<file path="src/rtl/loader_pkg.sv">
// Shared types and constants for the boot-time instruction-memory loader.
package loader_pkg;

  typedef enum logic [2:0] {
    S_IDLE,
    S_LEN0,
    S_LEN1,
    S_DATA,
    S_CSUM,
    S_DONE,
    S_ERROR
  } state_e;

  localparam logic [1:0] ERR_NONE = 2'd0;
  localparam logic [1:0] ERR_LEN  = 2'd1;
  localparam logic [1:0] ERR_CSUM = 2'd2;
  localparam logic [1:0] ERR_TMO  = 2'd3;

  localparam int HDR_BYTES  = 2;
  localparam int WORD_BYTES = 4;

endpackage

</file>
<file path="src/rtl/word_packer.sv">
// Little-endian byte-to-word packer; strobes when the lane-3 byte arrives.
module word_packer
  import loader_pkg::*;
(
  input  logic        clk,
  input  logic        rst,
  input  logic        clear,
  input  logic        in_valid,
  input  logic [7:0]  in_data,
  output logic [31:0] word,
  output logic        word_valid
);

  localparam int LW = $clog2(WORD_BYTES);
  localparam logic [LW-1:0] LAST = LW'(WORD_BYTES - 1);

  logic [LW-1:0] lane_q;
  logic [23:0]   acc_q;

  always_ff @(posedge clk) begin
    if (rst || clear) begin
      lane_q <= '0;
      acc_q  <= '0;
    end else if (in_valid) begin
      lane_q <= lane_q + 1'b1;
      case (lane_q)
        2'd0:    acc_q[7:0]   <= in_data;
        2'd1:    acc_q[15:8]  <= in_data;
        2'd2:    acc_q[23:16] <= in_data;
        default: ;
      endcase
    end
  end

  // The top byte bypasses storage so the word is ready on the lane-3 cycle.
  assign word       = {in_data, acc_q};
  assign word_valid = in_valid && (lane_q == LAST);

endmodule

</file>
<file path="src/rtl/imem_loader.sv">
// Framed byte-stream loader: fills instruction memory, then releases the core.
module imem_loader
  import loader_pkg::*;
#(
  parameter int ADDR_W  = 8,
  parameter int TIMEOUT = 1000
) (
  input  logic              clk,
  input  logic              rst,
  input  logic              start,
  input  logic [7:0]        rx_data,
  input  logic              rx_valid,
  output logic              rx_ready,
  output logic              imem_we,
  output logic [ADDR_W-1:0] imem_addr,
  output logic [31:0]       imem_wdata,
  output logic              core_rst,
  output logic              core_enable,
  output logic              busy,
  output logic              done,
  output logic              error,
  output logic [1:0]        err_code,
  output logic [ADDR_W:0]   word_count
);

  localparam logic [16:0] CAP = 17'(1) << ADDR_W;

  state_e      state_q, state_d;
  logic [1:0]  err_d;
  logic [7:0]  len_lo_q;
  logic [15:0] len_q;
  logic [7:0]  csum_q;
  logic [31:0] idle_q;
  logic        accept, start_ok, timed, tmo;
  logic        last_word, word_valid;
  logic [31:0] word;
  logic [16:0] len_full;

  assign rx_ready  = state_q inside {S_LEN0, S_LEN1, S_DATA, S_CSUM};
  assign accept    = rx_valid && rx_ready;
  assign start_ok  = start && (state_q inside {S_IDLE, S_DONE, S_ERROR});
  assign timed     = state_q inside {S_LEN1, S_DATA, S_CSUM};
  assign tmo       = (TIMEOUT != 0) && timed && !accept
                     && (idle_q == 32'(TIMEOUT - 1));
  assign len_full  = {1'b0, rx_data, len_lo_q};
  assign last_word = {1'b0, len_q} == (17'(word_count) + 17'd1);

  word_packer u_packer (
    .clk       (clk),
    .rst       (rst),
    .clear     (start_ok),
    .in_valid  (accept && (state_q == S_DATA)),
    .in_data   (rx_data),
    .word      (word),
    .word_valid(word_valid)
  );

  always_comb begin
    state_d = state_q;
    err_d   = ERR_NONE;
    case (state_q)
      S_IDLE, S_DONE, S_ERROR:
        if (start) state_d = S_LEN0;
      S_LEN0:
        if (accept) state_d = S_LEN1;
      S_LEN1:
        if (accept) begin
          if (len_full > CAP) begin
            state_d = S_ERROR;
            err_d   = ERR_LEN;
          end else if (len_full == '0) begin
            state_d = S_CSUM;
          end else begin
            state_d = S_DATA;
          end
        end
      S_DATA:
        if (word_valid && last_word) state_d = S_CSUM;
      S_CSUM:
        if (accept) begin
          if (rx_data == csum_q) begin
            state_d = S_DONE;
          end else begin
            state_d = S_ERROR;
            err_d   = ERR_CSUM;
          end
        end
      default: state_d = S_IDLE;
    endcase
    // tmo excludes accept cycles, so it never races a byte-driven move.
    if (tmo) begin
      state_d = S_ERROR;
      err_d   = ERR_TMO;
    end
  end

  always_ff @(posedge clk) begin
    if (rst) begin
      state_q     <= S_IDLE;
      len_lo_q    <= '0;
      len_q       <= '0;
      csum_q      <= '0;
      idle_q      <= '0;
      imem_we     <= 1'b0;
      imem_addr   <= '0;
      imem_wdata  <= '0;
      core_rst    <= 1'b1;
      core_enable <= 1'b0;
      busy        <= 1'b0;
      done        <= 1'b0;
      error       <= 1'b0;
      err_code    <= ERR_NONE;
      word_count  <= '0;
    end else begin
      state_q     <= state_d;
      imem_we     <= word_valid;
      busy        <= state_d inside {S_LEN0, S_LEN1, S_DATA, S_CSUM};
      done        <= state_d == S_DONE;
      error       <= state_d == S_ERROR;
      core_rst    <= state_d != S_DONE;
      core_enable <= state_d == S_DONE;

      if (accept || !timed) idle_q <= '0;
      else                  idle_q <= idle_q + 32'd1;

      if (accept && state_q == S_LEN0) len_lo_q <= rx_data;
      if (accept && state_q == S_LEN1) len_q <= {rx_data, len_lo_q};
      if (accept && state_q == S_DATA) csum_q <= csum_q ^ rx_data;

      if (word_valid) begin
        imem_addr  <= word_count[ADDR_W-1:0];
        imem_wdata <= word;
        word_count <= word_count + 1'b1;
      end

      if (state_d == S_ERROR && state_q != S_ERROR) err_code <= err_d;

      if (start_ok) begin
        csum_q     <= '0;
        idle_q     <= '0;
        imem_addr  <= '0;
        word_count <= '0;
        err_code   <= ERR_NONE;
      end
    end
  end

endmodule

</file>
<file path="config.mk">
export PLATFORM = sky130hd
export DESIGN_NAME = imem_loader
export DESIGN_NICKNAME = d
export VERILOG_FILES = /design/src/rtl/loader_pkg.sv /design/src/rtl/word_packer.sv /design/src/rtl/imem_loader.sv
export SDC_FILE = /design/constraint.sdc
export NUM_CORES = 1
export LEC_CHECK = 0
export ABC_AREA = 1
export BUFFER_PORTS_ARGS = -buffer_cell sky130_fd_sc_hd__buf_2
export CAP_MARGIN = 25
export CORE_UTILIZATION = 55
export DETAILED_ROUTE_END_ITERATION = 10
export HOLD_SLACK_MARGIN = 0.02
export PLACE_DENSITY = 0.71
export SLEW_MARGIN = 40
export SYNTH_ARGS = -nofsm -noshare
export SYNTH_HDL_FRONTEND = slang
export SYNTH_HIERARCHICAL = 1
export SYNTH_SLANG_ARGS = --single-unit
</file>
<file path="constraint.sdc">
create_clock -name clk -period 5.5 [get_ports clk]
set_clock_uncertainty 0.1 [all_clocks]
set_input_delay 0.55 -clock clk [delete_from_list [all_inputs] [get_ports clk]]
set_output_delay 0.55 -clock clk [all_outputs]
set_load 0.01 [all_outputs]
</file>
==> results.toml <==
[clock_network]
cts_tree = "yes"
cts_buffers = 17
cts_resized = 0
cts.sinks = 149
cts.clk_slew.worst_paths_ns = 0.05
clock_path_buffers = 2
root_buffer = "clkbuf_16"
cts_setup_buffers = 0
hold_buffers = 0
clkLatencyLatePin_ns = 0.42
htreeDepth = 4

[sta]
fin_crit_ns = 3.32
slew_viol_final = 0
relSlewSlack = 0.521
setup_ws_ns = 2.18
worst_pin_slew_ns = 0.717
fmax_ghz = 0.302
setup_viol = 0
rsz0062_at_grt = "no"
tns_ns = 0
final.period_utilization = 0.603
finalHoldViolations = 0
hold_ws_ns = 0.343

[place]
hpwlAfterDp_um = 9620
dp_slack_ns = 2.21
portBuffers = 69
place.gp.congestion = 0.860
post_dp_cell_area_um2 = 7110
place_inst = 1137

[pwr]
powerDensity_nw_per_um2 = 312
seq_power_share = 0.463
ir_drop_mv = 0.217
total_power_mw = 2.40
power.switching_mw = 0.557
pwr-share-comb = 0.062
p_leak_nw = 3.72
switching_share = 0.232
internal_power_mw = 1.84
clockPowerShare = 0.476

[yosys]
synth_cell_types = 39
netlist_area_um2 = 6780
yosys_warnings = 6
synthTopCellsByCount = "nor2_1, nand2_1, dfxtp_1"
synthTopCellsByArea = "dfxtp_1, nor2_1, nand2_1, inv_1, o21ai_0"
syn_inst = 957
synth_top_cell_by_area = "dfxtp_1"
synth-seq-area-share = 0.440
yosysMostFrequentCell = "nor2_1"
syn_nets = 975
synth_edf_count = 0
ys.flop_type = "dfxtp_1"
syn_area_per_cell_um2 = 7.08
async_flop_share = 0
yosysTopAreaCellShare = 0.440
ys_ff_latch = 149

[layout]
antenna_cells = 0
syn2layout_area_growth_pct = 13.4
final_nets = 1027
final_layout_size_suffix_gt1_frac = 0.140
final_cells = 1169
finalInstanceArea_um2 = 7690
post-route-util = 0.640

[global_route]
antenna_found_initial = 0
grt_use_total = 0.237
grt_max_degree = 53
grt_overflow = 0
grt_pass1_wl_um = 23900
grt_pass1_vias = 5005

[critical_path]
end_kind = "register"
cp-start-kind = "register"
worstSetupPathType = "reg -> reg"
crit_required_ns = 5.70
r2r_slack_ns = 2.18
critPathMaxFanout = 17
crit_arrival_ns = 3.52

[die]
core_um2 = 12000
die_x_um = 113
dieArea_um2 = 12800
dieHeight_um = 113
row_count = 40
ios = 70
start_util = 0.564

[status]
status = "complete, no violations"

[drt]
ant_nets = 0
via_per_inst = 4.89
drt_pre_antenna_iters = 5
totalWireLength_um = 14300
drt_iter0_drc = 397
wire_per_inst_um = 12.2
drc = 0
num_vias = 5713

[hold_path]
hp-class = "in -> reg"

[job]
maxCapViolCount = 0
## registers in the layout (all words and copies together) (netlist names), 2 cells and up
signal	cells
imem_addr	8
u_packer/acc_q	24
idle_q	32
word_count	9
u_packer/lane_q	2
err_code	2
len_lo_q	8
len_q	16
state_q	3
csum_q	8
imem_wdata	32
## worst max-delay path, stage by stage (launching register included)
cell and delay [ns]:
dfxtp_1 0.33, inv_1 0.09, nand2_1 0.10, nor2_1 0.22, nand2_1 0.37, inv_1 0.58, nand2_1 0.10, inv_1 0.11
inv_2 0.04, nor2_1 0.08, nand2_1 0.06, nor2_1 0.10, nand2_1 0.06, nor2_1 0.09, nand3_1 0.07, nor2_1 0.12
nand3_1 0.10, nand2_2 0.09, nand3_1 0.10, nand2_1 0.12, nor2_2 0.05, nor2_1 0.08, nor2_1 0.04
## per-layer routing
metal  up-vias  GRT usage  routed length (µm)
met5         -          0                   0
li1       3083          -                   -
met4         0     0.0947                 221
met1      2504      0.323                7170
met2       110      0.366                6260
met3        16     0.0493                 603
## power by group through the flow
| stage | clock network (mW) | registers, mW | logic [mW] |
|---|---|---|---|
| 3_5_place_dp | 0 | 1.13 | 0.146 |
| 6_report | 1.14 | 1.11 | 0.148 |
| 3_3_place_gp | 0 | 1.13 | 0.146 |
| 2_1_floorplan | 0 | 1.13 | 0.110 |
| 5_1_grt | 1.20 | 1.11 | 0.167 |
| 4_1_cts | 1.15 | 1.11 | 0.148 |
## cell families after synthesis
kind of cell / share of synthesized area
simple gates: 0.326
buf+inv: 0.0971
flops: 0.440
compound gates: 0.0902
xor+xnor: 0.0362
fa+ha+maj: 0.0111
## worst paths after layout
| check | start | to | depth (start not counted) |
|---|---|---|---|
| hold / removal | rst | imem_we | 2 |
| setup reg to reg | state_q[2] | err_code[1] | 22 |
| setup / recovery | state_q[2] | err_code[1] | 22 |
| hold reg to reg | imem_addr[2] | imem_addr[2] | 2 |
## placed cells by master (no fill, tap or decap), drive strengths merged, types with 12 or more instances in the layout
| cell type | count |
|---|---|
| a21oi | 44 |
| buf | 72 |
| clkbuf | 24 |
| dfxtp | 149 |
| inv | 115 |
| nand2 | 196 |
| nand3 | 37 |
| nand4 | 15 |
| nor2 | 228 |
| nor3 | 12 |
| o21ai | 73 |
| xnor2 | 13 |
| xor2 | 15 |
## layout make-up
| type | instances | area, µm² |
|---|---|---|
| Clock inverter | 8 | 98.8 |
| Multi-Input combinational cell | 654 | 3140 |
| Sequential cell | 149 | 2980 |
| Tap cell | 147 | 184 |
| Inverter | 115 | 432 |
| Clock buffer | 24 | 482 |
| Timing Repair Buffer | 72 | 368 |
| Fill cell | 1111 | 4330 |
Note: power is estimated with default switching activity, not from simulation.
